File: src/rtl/hazard_ctrl_mc.sv
// Stall/flush controller for the 5-stage RiscY pipeline: combinational hazard priority,
// multi-cycle unit scoreboard, syscall trap-deferral FSM and memory-stall watchdog.
module hazard_ctrl_mc #(
  parameter int REG_AW = 5,
  parameter int MC_LAT = 4,
  parameter int CNT_W  = 3,
  parameter int MEM_TO = 255,
  parameter int TO_W   = 8
) (
  input  logic              clock,
  input  logic              reset,
  input  logic [REG_AW-1:0] ifid_rs,
  input  logic [REG_AW-1:0] ifid_rt,
  input  logic              ifid_use_rs,
  input  logic              ifid_use_rt,
  input  logic [REG_AW-1:0] idex_rd,
  input  logic              idex_memread,
  input  logic              idex_memWrite,
  input  logic              memRead,
  input  logic              memReady,
  input  logic              mc_start,
  input  logic [REG_AW-1:0] mc_rd,
  input  logic              Jump,
  input  logic              trap_in_ID,
  input  logic              IDEX_Branch,
  input  logic              EXMEM_Branch,
  input  logic              syscall,
  input  logic              int_trap,
  input  logic              flushPipeline,
  input  logic              PCSrc,
  output logic              bubble_ifid,
  output logic              bubble_idex,
  output logic              bubble_exmem,
  output logic              bubble_memwb,
  output logic              write_ifid,
  output logic              write_idex,
  output logic              write_exmem,
  output logic              write_memwb,
  output logic              write_pc,
  output logic              trap_waiting,
  output logic              mc_busy,
  output logic              mc_done,
  output logic              mem_timeout
);

  typedef enum logic [1:0] {T_IDLE, T_DRAIN, T_ISSUE} trap_state_t;

  localparam logic [CNT_W-1:0] MC_LOAD = CNT_W'(MC_LAT);
  localparam logic [TO_W-1:0]  TO_MAX  = TO_W'(MEM_TO);

  function automatic logic reg_match(input logic [REG_AW-1:0] rd,
                                     input logic [REG_AW-1:0] rs,
                                     input logic              used);
    return used && (rd != '0) && (rd == rs);
  endfunction

  function automatic logic [TO_W-1:0] sat_inc(input logic [TO_W-1:0] v);
    return (v == TO_MAX) ? v : v + TO_W'(1);
  endfunction

  trap_state_t       trap_state_q, trap_state_d;
  logic              trap_req;
  logic [CNT_W-1:0]  mc_cnt_q;
  logic              sb_vld_q;
  logic [REG_AW-1:0] mc_rd_q;
  logic              mc_done_q;
  logic [TO_W-1:0]   wd_cnt_q;
  logic [TO_W-1:0]   wd_inc;
  logic              to_q;
  logic              mc_kill, mc_accept;
  logic              struct_mem, load_use, mc_raw, mc_struct, hold;

  assign mc_busy     = (mc_cnt_q != '0);
  assign mc_done     = mc_done_q;
  assign mem_timeout = to_q;

  assign mc_kill   = int_trap | PCSrc;
  assign mc_accept = mc_start & ~mc_busy & memReady & ~mc_kill;

  assign struct_mem = memRead & idex_memWrite;
  assign load_use   = idex_memread & (reg_match(idex_rd, ifid_rs, ifid_use_rs) |
                                      reg_match(idex_rd, ifid_rt, ifid_use_rt));
  assign mc_raw     = sb_vld_q & (reg_match(mc_rd_q, ifid_rs, ifid_use_rs) |
                                  reg_match(mc_rd_q, ifid_rt, ifid_use_rt));
  // Back-to-back starts stall even on the completion cycle; the new op enters a cycle later.
  assign mc_struct  = mc_start & mc_busy;
  assign hold       = (trap_state_q == T_DRAIN) | struct_mem | load_use | mc_raw | mc_struct;

  always_ff @(posedge clock or negedge reset) begin
    if (!reset) begin
      mc_cnt_q  <= '0;
      sb_vld_q  <= 1'b0;
      mc_done_q <= 1'b0;
    end else if (mc_kill) begin
      mc_cnt_q  <= '0;
      sb_vld_q  <= 1'b0;
      mc_done_q <= 1'b0;
    end else if (mc_accept) begin
      mc_cnt_q  <= MC_LOAD;
      sb_vld_q  <= 1'b1;
      mc_done_q <= 1'b0;
    end else if (mc_busy && memReady) begin
      mc_cnt_q  <= mc_cnt_q - CNT_W'(1);
      mc_done_q <= (mc_cnt_q == CNT_W'(1));
      if (mc_cnt_q == CNT_W'(1)) sb_vld_q <= 1'b0;
    end else begin
      mc_done_q <= 1'b0;
    end
  end

  // Destination tag is only meaningful while sb_vld_q is set, so it carries no reset.
  always_ff @(posedge clock) begin
    if (mc_accept) mc_rd_q <= mc_rd;
  end

  assign wd_inc = sat_inc(wd_cnt_q);

  always_ff @(posedge clock or negedge reset) begin
    if (!reset) begin
      wd_cnt_q <= '0;
      to_q     <= 1'b0;
    end else if (memReady) begin
      wd_cnt_q <= '0;
    end else begin
      wd_cnt_q <= wd_inc;
      if (wd_inc == TO_MAX) to_q <= 1'b1;
    end
  end

  always_ff @(posedge clock or negedge reset) begin
    if (!reset) trap_state_q <= T_IDLE;
    else        trap_state_q <= trap_state_d;
  end

  always_comb begin
    trap_state_d = trap_state_q;
    trap_req     = 1'b0;
    case (trap_state_q)
      T_IDLE: begin
        if (syscall && (IDEX_Branch || EXMEM_Branch)) trap_state_d = T_DRAIN;
        else                                          trap_req     = syscall;
      end
      T_DRAIN: begin
        if ((!IDEX_Branch && !EXMEM_Branch) || PCSrc) trap_state_d = T_ISSUE;
      end
      T_ISSUE: begin
        trap_req = 1'b1;
        if (memReady) trap_state_d = T_IDLE;
      end
      default: trap_state_d = T_IDLE;
    endcase
    if (int_trap || flushPipeline) trap_state_d = T_IDLE;
  end

  always_comb begin
    bubble_ifid  = 1'b0;
    bubble_idex  = 1'b0;
    bubble_exmem = 1'b0;
    bubble_memwb = 1'b0;
    write_ifid   = 1'b1;
    write_idex   = 1'b1;
    write_exmem  = 1'b1;
    write_memwb  = 1'b1;
    write_pc     = 1'b1;
    trap_waiting = trap_req;
    if (!memReady) begin
      write_ifid   = 1'b0;
      write_idex   = 1'b0;
      write_exmem  = 1'b0;
      write_memwb  = 1'b0;
      write_pc     = 1'b0;
      trap_waiting = 1'b0;
    end else if (hold) begin
      bubble_idex  = 1'b1;
      write_ifid   = 1'b0;
      write_pc     = 1'b0;
    end else if (Jump || trap_in_ID) begin
      bubble_ifid  = 1'b1;
    end
    if (int_trap) begin
      bubble_ifid  = 1'b1;
      bubble_idex  = 1'b1;
      bubble_exmem = 1'b1;
      bubble_memwb = 1'b1;
      write_pc     = 1'b1;
    end else if (PCSrc) begin
      bubble_ifid  = 1'b1;
      bubble_idex  = 1'b1;
      bubble_exmem = 1'b1;
      write_pc     = 1'b1;
    end
    if (flushPipeline) bubble_ifid = 1'b1;
  end

endmodule

File: config.mk
export PLATFORM = sky130hd
export DESIGN_NAME = hazard_ctrl_mc
export DESIGN_NICKNAME = d
export VERILOG_FILES = /design/src/rtl/hazard_ctrl_mc.sv
export SDC_FILE = /design/constraint.sdc
export NUM_CORES = 1
export LEC_CHECK = 0
export BUFFER_PORTS_ARGS = -buffer_cell sky130_fd_sc_hd__buf_2
export CAP_MARGIN = 25
export CORE_UTILIZATION = 45
export CTS_CLUSTER_SIZE = 16
export DETAILED_ROUTE_END_ITERATION = 16
export PLACE_DENSITY_LB_ADDON = 0.1
export SLEW_MARGIN = 5
export SYNTH_ARGS = -nofsm -noshare
export SYNTH_HDL_FRONTEND = slang
export SYNTH_SLANG_ARGS = --single-unit
File: constraint.sdc
create_clock -name clock -period 4.05 [get_ports clock]
set_clock_uncertainty 0.15 [all_clocks]
set_input_delay 0.405 -clock clock [delete_from_list [all_inputs] [get_ports clock]]
set_output_delay 0.405 -clock clock [all_outputs]
set_load 0.005 [all_outputs]
# Word-level counts from Yosys, hierarchy flattened

Index checks and enable logic that the tools add are counted.

Add/subtract/negate cells: 2
Equal/unequal tests: 12
Bitwise gates (word level): 17
Reduce and logical (&&, ||, !) cells: 26
Muxes and demuxes: 38

Operators with widths:

| operator            | count |
|---|---|
| $mux 1              | 27 |
| $eq 5x5->1          | 4 |
| $eq 8x8->1 const B  | 2 |
| $mux 8              | 2 |
| $logic_and 1x1->1   | 11 |
| $reduce_bool 5->1   | 2 |
| $mux 3              | 3 |
| $reduce_bool 3->1   | 3 |
| $add 8x1->8 const B | 1 |
| $mux 2              | 4 |
| $and 1x1->1         | 7 |
| $or 1x1->1          | 7 |
| $ne 3x3->1 const B  | 2 |
| $pmux 2 s3          | 1 |
| $logic_or 1x1->1    | 4 |
| $reduce_and 2->1    | 2 |
| $eq 3x1->1 const B  | 1 |
| $ne 3x1->1 const B  | 1 |
| $not 1->1           | 3 |
| $reduce_and 3->1    | 1 |
| $sub 3x1->3 const B | 1 |
| $eq 2x1->1 const B  | 1 |
| $eq 2x2->1 const B  | 1 |
| $logic_not 1->1     | 2 |
| other kinds (2)     | 2 |

Bits of input ports: 37
Register bits: 21
Word-level logic and storage cells: 102

# Logic depth before layout (Yosys ltp)

Gate-level depths: netlist (run 1).

Word-level depth: 13
Gate-level depth with buffers: 7
Gate-level depth less buffers: 7

# Worst setup path after synthesis (run 1)

OpenSTA, ideal clock, no wires.

Path type: register -> output
From: register mc_cnt_q[0]
To: output bubble_ifid
Cell stages (with the launch flop): 7
Data arrival time: 1,532 ps
Path buffers: 0
Slack: 1,963 ps
Data required time: 3,495 ps
Cell sequence: dfrtp_1 > inv_1 > ha_1 > nand2b_1 > a221o_1 > a31oi_1 > a311o_1

Longest elaborated chain between the ends: 8

Ends and longest elaborated chain:

| element                | RTL line | text |
|---|---|---|
| from (decl)            | 63       | `logic [CNT_W-1:0] mc_cnt_q;` |
| from (signal assigned) | 103      | `mc_cnt_q <= mc_cnt_q - CNT_W'(1);` |
| $reduce_bool 3->1      | 73       | `assign mc_busy = (mc_cnt_q != '0);` |
| via mc_busy            | 41       | `output logic mc_busy,` |
| $and 1x1->1            | 86       | `assign mc_struct = mc_start & mc_busy;` |
| $or 1x1->1             | 87       | `assign hold = (trap_state_q == T_DRAIN) \| struct_mem \| load_use \| mc_raw \| mc_struct;` |
| $mux 1                 | 173      | `end else if (hold) begin` |
| $mux 1                 | 166      | `if (!memReady) begin` |
| $mux 1                 | 186      | `end else if (PCSrc) begin` |
| $mux 1                 | 180      | `if (int_trap) begin` |
| $mux 1                 | 192      | `if (flushPipeline) bubble_ifid = 1'b1;` |
| to (decl)              | 31       | `output logic bubble_ifid,` |

The timed path passes the listed nets, and every way through them passes these cells.

# Final worst setup path (run 1)

From: register mc_cnt_q[0]
To: output bubble_ifid

Longest elaborated chain between the ends: 8

Ends and longest elaborated chain:

| element           | RTL line |
|---|---|
| $reduce_bool 3->1 | 73 |
| $and 1x1->1       | 86 |
| $or 1x1->1        | 87 |
| $mux 1            | 173 |
| $mux 1            | 166 |
| $mux 1            | 186 |
| $mux 1            | 180 |
| $mux 1            | 192 |

Every way passes these cells.

==> reports/results.tsv, run 1 <==
stage	metric	value	unit
hold_path	Hold Path Origin	mc_rd[0]	
synth	Syn Inst Count	156	
sta	RSZ-0062 raised after global routing	no	
cts	CTS Sinks	21	
place	IO buf count	49	
power_and_ir_drop	clock power share	0.237	
cells_and_area	final instance area	1710	sq um
cts	CTS Hold Bufs	1	
sta	final period utilization	0.666	
cells_and_area	NumNets Final	243	
setup_path	crit path kind	reg2out	
synth	main area contributors after synthesis	dfrtp_1 28%, xnor2_1 13%, edfxtp_1 10%	
cts	Clock Path Buffers	2	
detailed_routing	DRT iter0 DRCs	49	
setup_path	crit path max-delay cell type	dfrtp_1	
sta	final setup fails	0	
detailed_routing	first drt pass iteration count	4	
setup_path	CP delay by family, top	compound AO/OA/AOI/OAI gates	
setup_path	crit-path max FO	5	
hold_path	Min-Delay Path Class	in2reg	
synth	Post-synth EDFFs	5	
grt	antenna violations before repair	0	
floorplan	Ports	50	
power_and_ir_drop	Power Total	0.410	mW
cells_and_area	# fillers	301	
setup_path	Setup crit start kind	flop	
synth	Post-Syn Area	1440	sq um
setup_path	Worst EP required	3.49	ns
detailed_routing	Detailed Route WL	3200	um
floorplan	Cell Rows	20	
cts	Post-CTS Setup Inserts	0	
detailed_routing	DRC Markers	0	
setup_path	Worst Setup End Kind	primary output	
cts	CTS buffer count	3	
synth	sequential share of the synthesized area	0.383	
grt	gr usage total	0.200	
setup_path	worst path cell trace	inv_1 -> ha_1 -> nand2b_1 -> a221o_1 -> a31oi_1 -> a311o_1 -> buf_2	
setup_path	worst reg2reg path endpoint	mem_timeout	
cells_and_area	share of cells above drive strength 1	0.308	
setup_path	Buffers & Inverters on Critical Path	2	
grt	remaining global-route overflow	0	
floorplan	Die Wd	58.5	um
floorplan	initial cell density of the core	0.471	
detailed_routing	post-DR wirelength/cell	13.1	um
setup_path	crit-path max cell delay	0.42	ns
synth	most frequent cells after synthesis	21 x xnor2_1, 16 x dfrtp_1, 15 x nor2_1, 11 x nand2_1, 10 x a21oi_1	
place	GP Congestion	0.830	
synth	area share of the leading cell type in the synthesized netlist	0.278	
floorplan	DIE AREA	3430	sq um
grt	first-pass GRT wire length	5170	um
synth	Synth async-reset ratio	0.762	
detailed_routing	Vias/cell	5.26	
sta	setup TNS	0	ns
cts	Worst-path clk slew	0.12	ns
setup_path	reg2reg start	wd_cnt_q[0]	
power_and_ir_drop	Switching Share	0.269	
synth	post-synth top area cell	dfrtp_1	
power_and_ir_drop	Pleak	0.728	nW
place	hpwl dp	2560	um
cells_and_area	Cell Count, Final, Fillers Out	245	
setup_path	Worst Setup SP	mc_cnt_q[0]	
power_and_ir_drop	maximum vdd drop	0.000149	V
setup_path	Arr. time, crit path	2.14	ns
place	dpl cell area	1670	sq um
sta	Relative slew margins	0.533	
sta	number of max-slew violations in the final report	0	
synth	syn avg cell area	9.22	sq um
power_and_ir_drop	total net switching power	0.110	mW
sta	Worst Max-Slew Pin Slew	0.696	ns
synth	YS warnings	0	
synth	Seq cells post-synth	21	
cts	CTS tree	yes	
cts	Clock Latency Late Sink	0.30	ns
cells_and_area	P&R area growth vs syn	19.0	%
floorplan	die extent in y	58.5	um
sta	Hold Fails Final Rpt	0	
sta	Period minus WS final	2.70	ns
sta	Max Clk Rate	0.371	GHz
hold_path	hold endpoint	mc_rd_q[0]	
place	dpl cells	240	
detailed_routing	ANT nets after route	0	
cells_and_area	diode count	0	
flow_run	max-cap violations	0	
cts	CTS resizes	0	
grt	pin count of the biggest net entering global routing	24	
synth	Synth cell types	44	
detailed_routing	number of vias in the routed layout	1288	
power_and_ir_drop	Reg power frac	0.554	
power_and_ir_drop	Cell Pwr Density	240	nW/um^2
power_and_ir_drop	share of power burned in combinational logic	0.209	
hold_path	Worst Hold Depth	1	
setup_path	worst r2r path cells	6	
floorplan	total core area	3050	sq um
outcome	outcome	completed	
power_and_ir_drop	Int Power	0.300	mW
cts	Root Buffer	clkbuf_4	
synth	most frequent cell after synthesis	xnor2_1	
synth	Syn Nets	197	
synth	Synth Flop Type	dfrtp_1	
setup_path	worst reg2reg setup slack	1.94	ns
grt	vias in the first global route	1175	
cells_and_area	fin util	0.561	
cts	H-tree levels	1	
## metrics by stage
step	hold slack, ns	setup slack [ns]
after detailed placement	0.205	1.72
after CTS	0.119	1.35
final	0.130	1.35
after floorplan	-0.0406	1.96
after global placement	0.207	1.77
after global routing	0.108	1.19
## power groups by stage
| stage | clock, mW | combinational [mW] | sequential [mW] |
|---|---|---|---|
| after detailed placement | 0 | 0.0855 | 0.232 |
| after global placement | 0 | 0.0832 | 0.231 |
| after global routing | 0.113 | 0.0964 | 0.228 |
| after floorplan | 0 | 0.0490 | 0.230 |
| after CTS | 0.104 | 0.0867 | 0.227 |
| final | 0.0973 | 0.0857 | 0.228 |
## layout make-up
type / count / area (sq um) / share of cell area
multi-input combinational: 119 / 797 / 0.466
sequential: 21 / 551 / 0.322
timing repair buffer: 50 / 255 / 0.149
tap: 44 / 55.1 / 0.0322
inverter: 7 / 26.3 / 0.0154
clock buffer: 3 / 22.5 / 0.0132
clock inverter: 1 / 5.00 / 0.00292
## registers in the layout, indices dropped and copies added (netlist names)
| register | count |
|---|---|
| sb_vld_q | 1 |
| mc_done | 1 |
| wd_cnt_q | 8 |
| mem_timeout | 1 |
| trap_state_q | 2 |
| mc_rd_q | 5 |
| mc_cnt_q | 3 |
## per-layer routing
| metal | part of all wire | vias up | global-route usage |
|---|---|---|---|
| met4 | 0.017 | 0 | 0.0782 |
| met1 | 0.45 | 600 | 0.255 |
| met5 | 0 | - | 0 |
| met2 | 0.49 | 29 | 0.346 |
| met3 | 0.037 | 6 | 0.0220 |
| li1 | - | 653 | - |
## cell usage in the layout (no fill, tap or decap), drive strengths merged, types with 2 or more instances in the layout
cell and n:
buf 49, xnor2 21, dfrtp 16, nor2 15, nand2 11, a21oi 10, o21ai 7, inv 7
nand4 6, a31oi 5, nor3 5, edfxtp 5, ha 4, nand3 4, nor2b 3, clkbuf 3
and3 3, or4 2, o22ai 2, a311oi 2, and4b 2, a211oi 2
## cell families (layout without fill, tap and decap cells)
family	count (synthesis)	after routing	synth area share
xor+xnor	22	22	0.134
buf+inv	16	61	0.0635
fa+ha+maj	4	4	0.0348
mux	2	2	0.0148
simple gates	57	57	0.219
flops	21	21	0.383
compound gates	34	34	0.151
## worst max path at each step
stage | endpoint | depth (start not counted)
2_1_floorplan | bubble_ifid | 6
3_3_place_gp | bubble_ifid | 7
3_5_place_dp | bubble_ifid | 7
4_1_cts | bubble_ifid | 7
5_1_grt | bubble_ifid | 7
6_report | bubble_ifid | 7
No activity file was read; power rests on OpenSTA's default activity.
==> inputs of run 2 (changes only) <==
==> constraint.sdc (replaced) <==
create_clock -name clock -period 2.3 [get_ports clock]
set_clock_uncertainty 0.15 [all_clocks]
set_input_delay 0.23 -clock clock [delete_from_list [all_inputs] [get_ports clock]]
set_output_delay 0.23 -clock clock [all_outputs]
set_load 0.005 [all_outputs]
==> run 2 against run 1 <==
Net effect:
- the flow now finishes with violations (setup timing)
- sequential share of layout area decreased by 3.0 points
- critical path depth decreased by 2
- die area unchanged
- design area increased by 10%
- cell count increased by 5.3%
- via count increased by 7.3%
- largest power group unchanged
- routed wire length increased by 7.0%
- first-iteration DRC count increased by 71%
- sequential cell count unchanged
- clock power increased by 87%
- worst setup slack got worse by 1.4 ns
- largest cell class unchanged
- global-route usage increased by 1.6 points
==> reports/results.tsv, run 2 (synthesis results as in run 1) <==
stage	metric	value	unit	change
setup_path	worst reg2reg setup slack	0.20	ns	-1.74 ns
cells_and_area	NumNets Final	256		+5.3%
hold_path	Hold Path Origin	syscall		
sta	Hold Fails Final Rpt	0		unchanged
outcome	violated checks	setup timing		
place	hpwl dp	2450	um	-4.4%
cells_and_area	P&R area growth vs syn	31.2	%	
detailed_routing	ANT nets after route	0		unchanged
setup_path	reg2reg start	wd_cnt_q[0]		
sta	Max Clk Rate	0.434	GHz	
setup_path	Worst EP required	1.92	ns	-1.57 ns
cells_and_area	Most flops, register	wd_cnt_q		
setup_path	Arr. time, crit path	1.92	ns	-0.22 ns
cells_and_area	final instance area	1890	sq um	+10%
flow_run	max-cap violations	0		unchanged
detailed_routing	DRC Markers	0		unchanged
hold_path	Min-Delay Path Class	in2reg		
sta	worst setup margin	-0.00376	ns	-1.35 ns
floorplan	Die Wd	58.5	um	unchanged
cells_and_area	commonest non-fill, non-tap cell in the layout	buf_2		
power_and_ir_drop	maximum vdd drop	0.000265	V	+78%
cells_and_area	most frequent cells in the layout	48 x buf_2, 19 x xnor2_1, 16 x dfrtp_1		
floorplan	initial cell density of the core	0.471		unchanged
cells_and_area	diode count	0		unchanged
setup_path	crit-path max cell delay	0.54	ns	+0.12 ns
grt	first-pass GRT wire length	5530	um	+6.9%
detailed_routing	M1 wire length	1400	um	-3.3%
detailed_routing	Vias/cell	5.36		+1.9%
sta	RSZ-0062 raised after global routing	yes		
grt	remaining global-route overflow	0		unchanged
power_and_ir_drop	Pleak	0.808	nW	+11%
floorplan	die extent in y	58.5	um	unchanged
cts	Clock Path Buffers	2		unchanged
setup_path	crit-path max FO	4		-1
cells_and_area	Top Registers	wd_cnt_q (8), mc_rd_q (5), mc_cnt_q (3)		
floorplan	total core area	3050	sq um	unchanged
place	dpl cell area	1680	sq um	+0.45%
detailed_routing	max layer used	met4		
setup_path	worst path cell trace	or4_1 -> o211ai_1 -> buf_4 -> and3_4 -> buf_6		
cts	CTS Sinks	21		unchanged
cts	CTS tree	yes		
setup_path	crit path max-delay cell type	or4_1		
grt	vias in the first global route	1262		+7.4%
hold_path	Worst Hold Depth	3		+2
setup_path	crit path kind	reg2out		
detailed_routing	post-DR wirelength/cell	13.3	um	+1.6%
place	IO buf count	49		unchanged
place	Place WS	0.154	ns	-1.56 ns
hold_path	hold endpoint	trap_state_q[0]		
sta	final period utilization	1.00		
grt	gr usage total	0.216		+0.0164
sta	Relative slew margins	0.731		+0.199
sta	setup TNS	-0.00376	ns	-0.00376 ns
floorplan	Cell Rows	20		unchanged
cts	Worst-path clk slew	0.12	ns	about the same
floorplan	Ports	50		unchanged
place	GP Congestion	0.790		-4.8%
detailed_routing	first drt pass iteration count	4		unchanged
grt	pin count of the biggest net entering global routing	24		unchanged
detailed_routing	Detailed Route WL	3430	um	+7.0%
sta	Worst Max-Slew Pin Slew	0.403	ns	-0.293 ns
power_and_ir_drop	Cell Pwr Density	401	nW/um^2	+67%
cts	Clock Latency Late Sink	0.31	ns	about the same
cells_and_area	Largest register FFs	8		unchanged
sta	Period minus WS final	2.30	ns	
floorplan	DIE AREA	3430	sq um	unchanged
setup_path	Worst Setup End Kind	primary output		
cells_and_area	share of cells above drive strength 1	0.355		+0.0467
outcome	outcome	complete, but fails checks		
cts	CTS buffer count	3		unchanged
grt	antenna violations before repair	0		unchanged
sta	final setup fails	1		+1
detailed_routing	Met2 Wirelength	1820	um	+15%
setup_path	worst reg2reg path endpoint	mem_timeout		
cts	Root Buffer	clkbuf_4		
cts	H-tree levels	1		unchanged
setup_path	worst r2r path cells	6		unchanged
sta	number of max-slew violations in the final report	0		unchanged
detailed_routing	number of vias in the routed layout	1382		+7.3%
detailed_routing	DRT iter0 DRCs	84		+71%
setup_path	Setup crit start kind	flop		
detailed_routing	metal3 WL	151	um	+26%
-- run 2: what timing repair did --
action | in CTS | in global routing
setup buffers | 3 | 2
hold buffers | 8 | 0
endpoints found under the setup margin | 4 | 4
hold endpoints to repair | 22 | 0
pin swaps | 6 | 1
resized for setup | 10 | 1
-- run 2: critical path: cells and delay by family, from the launching register on --
kind | cells | cell delay [ns]
AOI/OAI and AO/OA | 1 | 0.20
buffers and inverters | 2 | 0.25
and+or+nand+nor | 2 | 0.72
DFF | 1 | 0.45
-- run 2: worst max-delay path by stage --
stage / slack (ns) / from / to / cells past startpoint
final: -0.004 / mc_rd_q[2] / write_ifid / 5
after global routing: -0.09 / mc_cnt_q[0] / write_ifid / 7
after CTS: -0.008 / mc_rd_q[2] / write_ifid / 5
after detailed placement: 0.15 / mc_cnt_q[0] / write_ifid / 7
after global placement: 0.22 / mc_cnt_q[0] / write_ifid / 7
after floorplan: 0.36 / wd_cnt_q[0] / mem_timeout / 7
-- run 2: through the flow --
step	hold slack, ns	util	power [mW]	instances
finish	0.0668	0.618	0.757	258
global route	0.0504	0.618	0.805	258
CTS	0.0427	0.611	0.765	256
detailed placement	0.0314	0.551	0.558	241
global placement	0.0309	0.551	0.555	241
floorplan	-0.216	-	0.491	156
-- run 2: per-layer routing --
metal / vias up / track usage
met5: - / 0
met4: 0 / 0.0714
met3: 8 / 0.0484
met2: 45 / 0.383
met1: 656 / 0.259
li1: 673 / -
-- run 2: power by group --
group | switching (mW) | total, mW | internal, mW
Sequential | 0.0104 | 0.401 | 0.390
Clock | 0.117 | 0.182 | 0.0649
Combinational | 0.0838 | 0.174 | 0.0904
-- run 2: layout make-up --
cell class	instances	area, sq um
Tap cell	44	55.1
Sequential cell	21	551
Clock buffer	3	22.5
Fill cell	266	1160
Clock inverter	1	5.00
Multi-Input combinational cell	119	852
Timing Repair Buffer	63	377
Inverter	7	26.3
==> inputs of run 3 (changes only) <==
--- a/config.mk
+++ b/config.mk
@@ -5,6 +5,7 @@
 export SDC_FILE = /design/constraint.sdc
 export NUM_CORES = 1
 export LEC_CHECK = 0
+export ABC_AREA = 1
 export BUFFER_PORTS_ARGS = -buffer_cell sky130_fd_sc_hd__buf_2
 export CAP_MARGIN = 25
 export CORE_UTILIZATION = 45
==> constraint.sdc (replaced) <==
create_clock -name clock -period 2.8 [get_ports clock]
set_clock_uncertainty 0.15 [all_clocks]
set_input_delay 0.28 -clock clock [delete_from_list [all_inputs] [get_ports clock]]
set_output_delay 0.28 -clock clock [all_outputs]
set_load 0.005 [all_outputs]
==> run 3 against run 2 <==
Net effect:
- synthesized cell count up 53%
- the flow now finishes without violations
- clock power shrank 19%
- via count is 14% higher
- largest power group unchanged
- largest cell class unchanged
- critical path depth up 4
- synthesized area is 8.3% higher
- core utilization fell by 2.1 points
- first-iteration DRC count is 86% higher
- sequential power is 17% lower
- highest routed layer unchanged
- combinational power down 13%
- global-route usage down 1.7 points
- routed wire length is 1.5% lower
- count of clock-buffer cells in the layout is 1 higher
==> reports/results.tsv, run 3 <==
stage	metric	value	unit	change
outcome	outcome	completed		
grt	pin count of the biggest net entering global routing	17		-29%
synth	Seq cells post-synth	21		unchanged
sta	final setup fails	0		-1
synth	Post-synth EDFFs	5		unchanged
floorplan	Ports	50		unchanged
synth	most frequent cells after synthesis	65 x nand2_1, 42 x inv_1, 35 x nor2_1, 21 x o21ai_0		
cts	Post-CTS Setup Inserts	0		-3
synth	Synth Flop Type	dfrtp_1		
cells_and_area	Top Registers	wd_cnt_q (8), mc_rd_q (5), mc_cnt_q (3)		
hold_path	Min-Delay Path Class	in2reg		
floorplan	Cell Rows	20		unchanged
place	GP Congestion	0.845		+7.0%
cts	CTS tree	yes		
synth	Synth async-reset ratio	0.762		unchanged
sta	RSZ-0062 raised after global routing	no		
grt	first-pass GRT wire length	5420	um	-1.9%
cts	Worst-path clk slew	0.11	ns	about the same
floorplan	total core area	3180	sq um	+4.1%
cts	CTS Sinks	21		unchanged
cells_and_area	P&R area growth vs syn	21.9	%	
setup_path	Worst Setup SP	mc_cnt_q[0]		
setup_path	Setup crit start kind	flop		
detailed_routing	first drt pass iteration count	4		unchanged
detailed_routing	Vias/cell	4.70		-12%
synth	Syn Inst Count	239		+53%
cts	H-tree levels	1		unchanged
setup_path	CP endpoint	write_pc		
synth	sequential share of the synthesized area	0.353		-0.0292
cells_and_area	NumNets Final	334		+30%
setup_path	Worst Setup End Kind	primary output		
setup_path	Worst EP required	2.37	ns	+0.45 ns
power_and_ir_drop	Cell Pwr Density	333	nW/um^2	-17%
synth	most frequent cell after synthesis	nand2_1		
setup_path	worst reg2reg setup slack	0.96	ns	+0.76 ns
sta	final period utilization	0.802		
cells_and_area	diode count	0		unchanged
setup_path	worst r2r path cells	9		+3
power_and_ir_drop	maximum vdd drop	0.000224	V	-16%
sta	Worst Max-Slew Pin Slew	0.412	ns	+0.00898 ns
synth	area share of the leading cell type in the synthesized netlist	0.257		-0.0212
synth	Post-Syn Area	1560	sq um	+8.3%
cells_and_area	Cell Count, Final, Fillers Out	336		+30%
detailed_routing	number of vias in the routed layout	1579		+14%
cts	Clock Path Buffers	2		unchanged
detailed_routing	Detailed Route WL	3380	um	-1.5%
detailed_routing	ANT nets after route	0		unchanged
floorplan	initial cell density of the core	0.490		+0.0188
setup_path	reg2reg start	wd_cnt_q[0]		
grt	antenna violations before repair	0		unchanged
cells_and_area	share of cells above drive strength 1	0.199		-0.157
detailed_routing	DRT iter0 DRCs	156		+86%
sta	Max Clk Rate	0.446	GHz	
grt	vias in the first global route	1380		+9.4%
power_and_ir_drop	Pleak	1.06	nW	+31%
sta	number of max-slew violations in the final report	0		unchanged
place	dpl cells	326		+35%
place	IO buf count	49		unchanged
cells_and_area	fin util	0.598		-0.0208
cts	CTS buffer count	3		unchanged
sta	setup TNS	0	ns	+0.00376 ns
cells_and_area	Largest register FFs	8		unchanged
sta	Hold Fails Final Rpt	0		unchanged
flow_run	max-cap violations	0		unchanged
cts	Clock Latency Late Sink	0.31	ns	about the same
synth	main area contributors after synthesis	dfrtp_1 26%, nand2_1 16%, inv_1 10%		
sta	Period minus WS final	2.24	ns	
grt	gr usage total	0.199		-0.0168
place	hpwl dp	2710	um	+11%
synth	Syn Nets	280		+42%
synth	post-synth top area cell	dfrtp_1		
synth	Synth cell types	25		-43%
setup_path	crit-path max cell delay	0.39	ns	-0.15 ns
synth	syn avg cell area	6.52	sq um	-29%
cells_and_area	area of the multi-input gates	801	sq um	-6.0%
sta	Relative slew margins	0.724		-0.00700
detailed_routing	DRC Markers	0		unchanged
cells_and_area	most frequent cells in the layout	65 x nand2_1, 49 x buf_2, 42 x inv_1		
setup_path	crit path max-delay cell type	dfrtp_1		
setup_path	crit path kind	reg2out		
detailed_routing	post-DR wirelength/cell	10.1	um	-24%
grt	remaining global-route overflow	0		unchanged
cells_and_area	commonest non-fill, non-tap cell in the layout	nand2_1		
cells_and_area	register area	551	sq um	unchanged
setup_path	worst reg2reg path endpoint	mem_timeout		
floorplan	die extent in y	60.8	um	+3.9%
cts	Root Buffer	clkbuf_4		
cells_and_area	# fillers	318		+20%
setup_path	crit-path max FO	4		unchanged
cells_and_area	Most flops, register	wd_cnt_q		
setup_path	Arr. time, crit path	1.81	ns	-0.11 ns
floorplan	DIE AREA	3700	sq um	+8.0%
synth	YS warnings	0		unchanged
floorplan	Die Wd	60.8	um	+3.9%
setup_path	worst path cell trace	inv_1 -> ha_1 -> nand2_1 -> inv_1 -> o21ai_0 -> a21oi_1 -> nand2_1 -> o21ai_0 -> buf_2		
==> run 3: changes by cell type in the layout (fill, tap and decap cells not counted), sizes merged, moves of 12 or more <==
cell and change:
nand2 +55, o21ai +14, nor2 +21, xnor2 -20, inv +36, nand3 +12
==> run 3: power by group <==
| group | internal, mW | total, mW | switching [mW] |
|---|---|---|---|
| Combinational | 0.0654 | 0.152 | 0.0871 |
| Sequential | 0.324 | 0.332 | 0.00773 |
| Clock | 0.0557 | 0.148 | 0.0923 |
| Total | 0.446 | 0.633 | 0.187 |
==> run 3: critical path, delay by kind of cell (launching register included) <==
family	cells	cell delay, ns
DFF	1	0.39
and+or+nand+nor	2	0.19
buffers and inverters	3	0.34
AOI/OAI and AO/OA	3	0.43
adders and majority gates	1	0.15
==> run 3: routing by layer <==
| layer | part of all wire | up-vias | global-route usage |
|---|---|---|---|
| met5 | 0 | - | 0 |
| met4 | 0.017 | 0 | 0.0909 |
| met3 | 0.051 | 5 | 0.0128 |
| met2 | 0.45 | 49 | 0.358 |
| met1 | 0.48 | 675 | 0.244 |
| li1 | - | 850 | - |
==> run 3: timing repair <==
action                    CTS  global route
hold buffers                6             0
hold endpoints to repair   21             0
gates resized for setup     0             0
==> run 3: metrics by stage <==
step	area (sq um)	hold WS, ns	power (mW)	worst slack, ns
after floorplan	1560	-0.166	0.425	1.13
after global placement	1810	0.0586	0.485	0.920
after detailed placement	1810	0.0568	0.485	0.905
after CTS	1900	0.132	0.638	0.542
after global routing	1900	0.155	0.673	0.359
final	1900	0.130	0.633	0.555
==> run 3: worst min-delay path by stage <==
stage | depth (start not counted) | from | end
final | 4 | PCSrc | trap_state_q[0]
after global placement | 1 | reset | trap_state_q[0]
after CTS | 4 | PCSrc | trap_state_q[0]
after floorplan | 0 | reset | mc_cnt_q[0]
after detailed placement | 1 | reset | trap_state_q[0]
after global routing | 2 | memReady | wd_cnt_q[2]
==> run 3: cell type report <==
| cell class | instances | share of cell area |
|---|---|---|
| clock buffer | 4 | 0.0138 |
| inverter | 43 | 0.0850 |
| multi-input combinational | 169 | 0.422 |
| sequential | 21 | 0.290 |
| tap | 44 | 0.0290 |
| timing repair buffer | 55 | 0.161 |
==> run 3: cell families after synthesis <==
group           Yosys count  share of synthesized area
xor+xnor                  5                     0.0281
simple gates            129                      0.345
fa+ha+maj                 4                     0.0321
flops                    21                      0.353
buf+inv                  49                      0.133
compound gates           31                      0.109
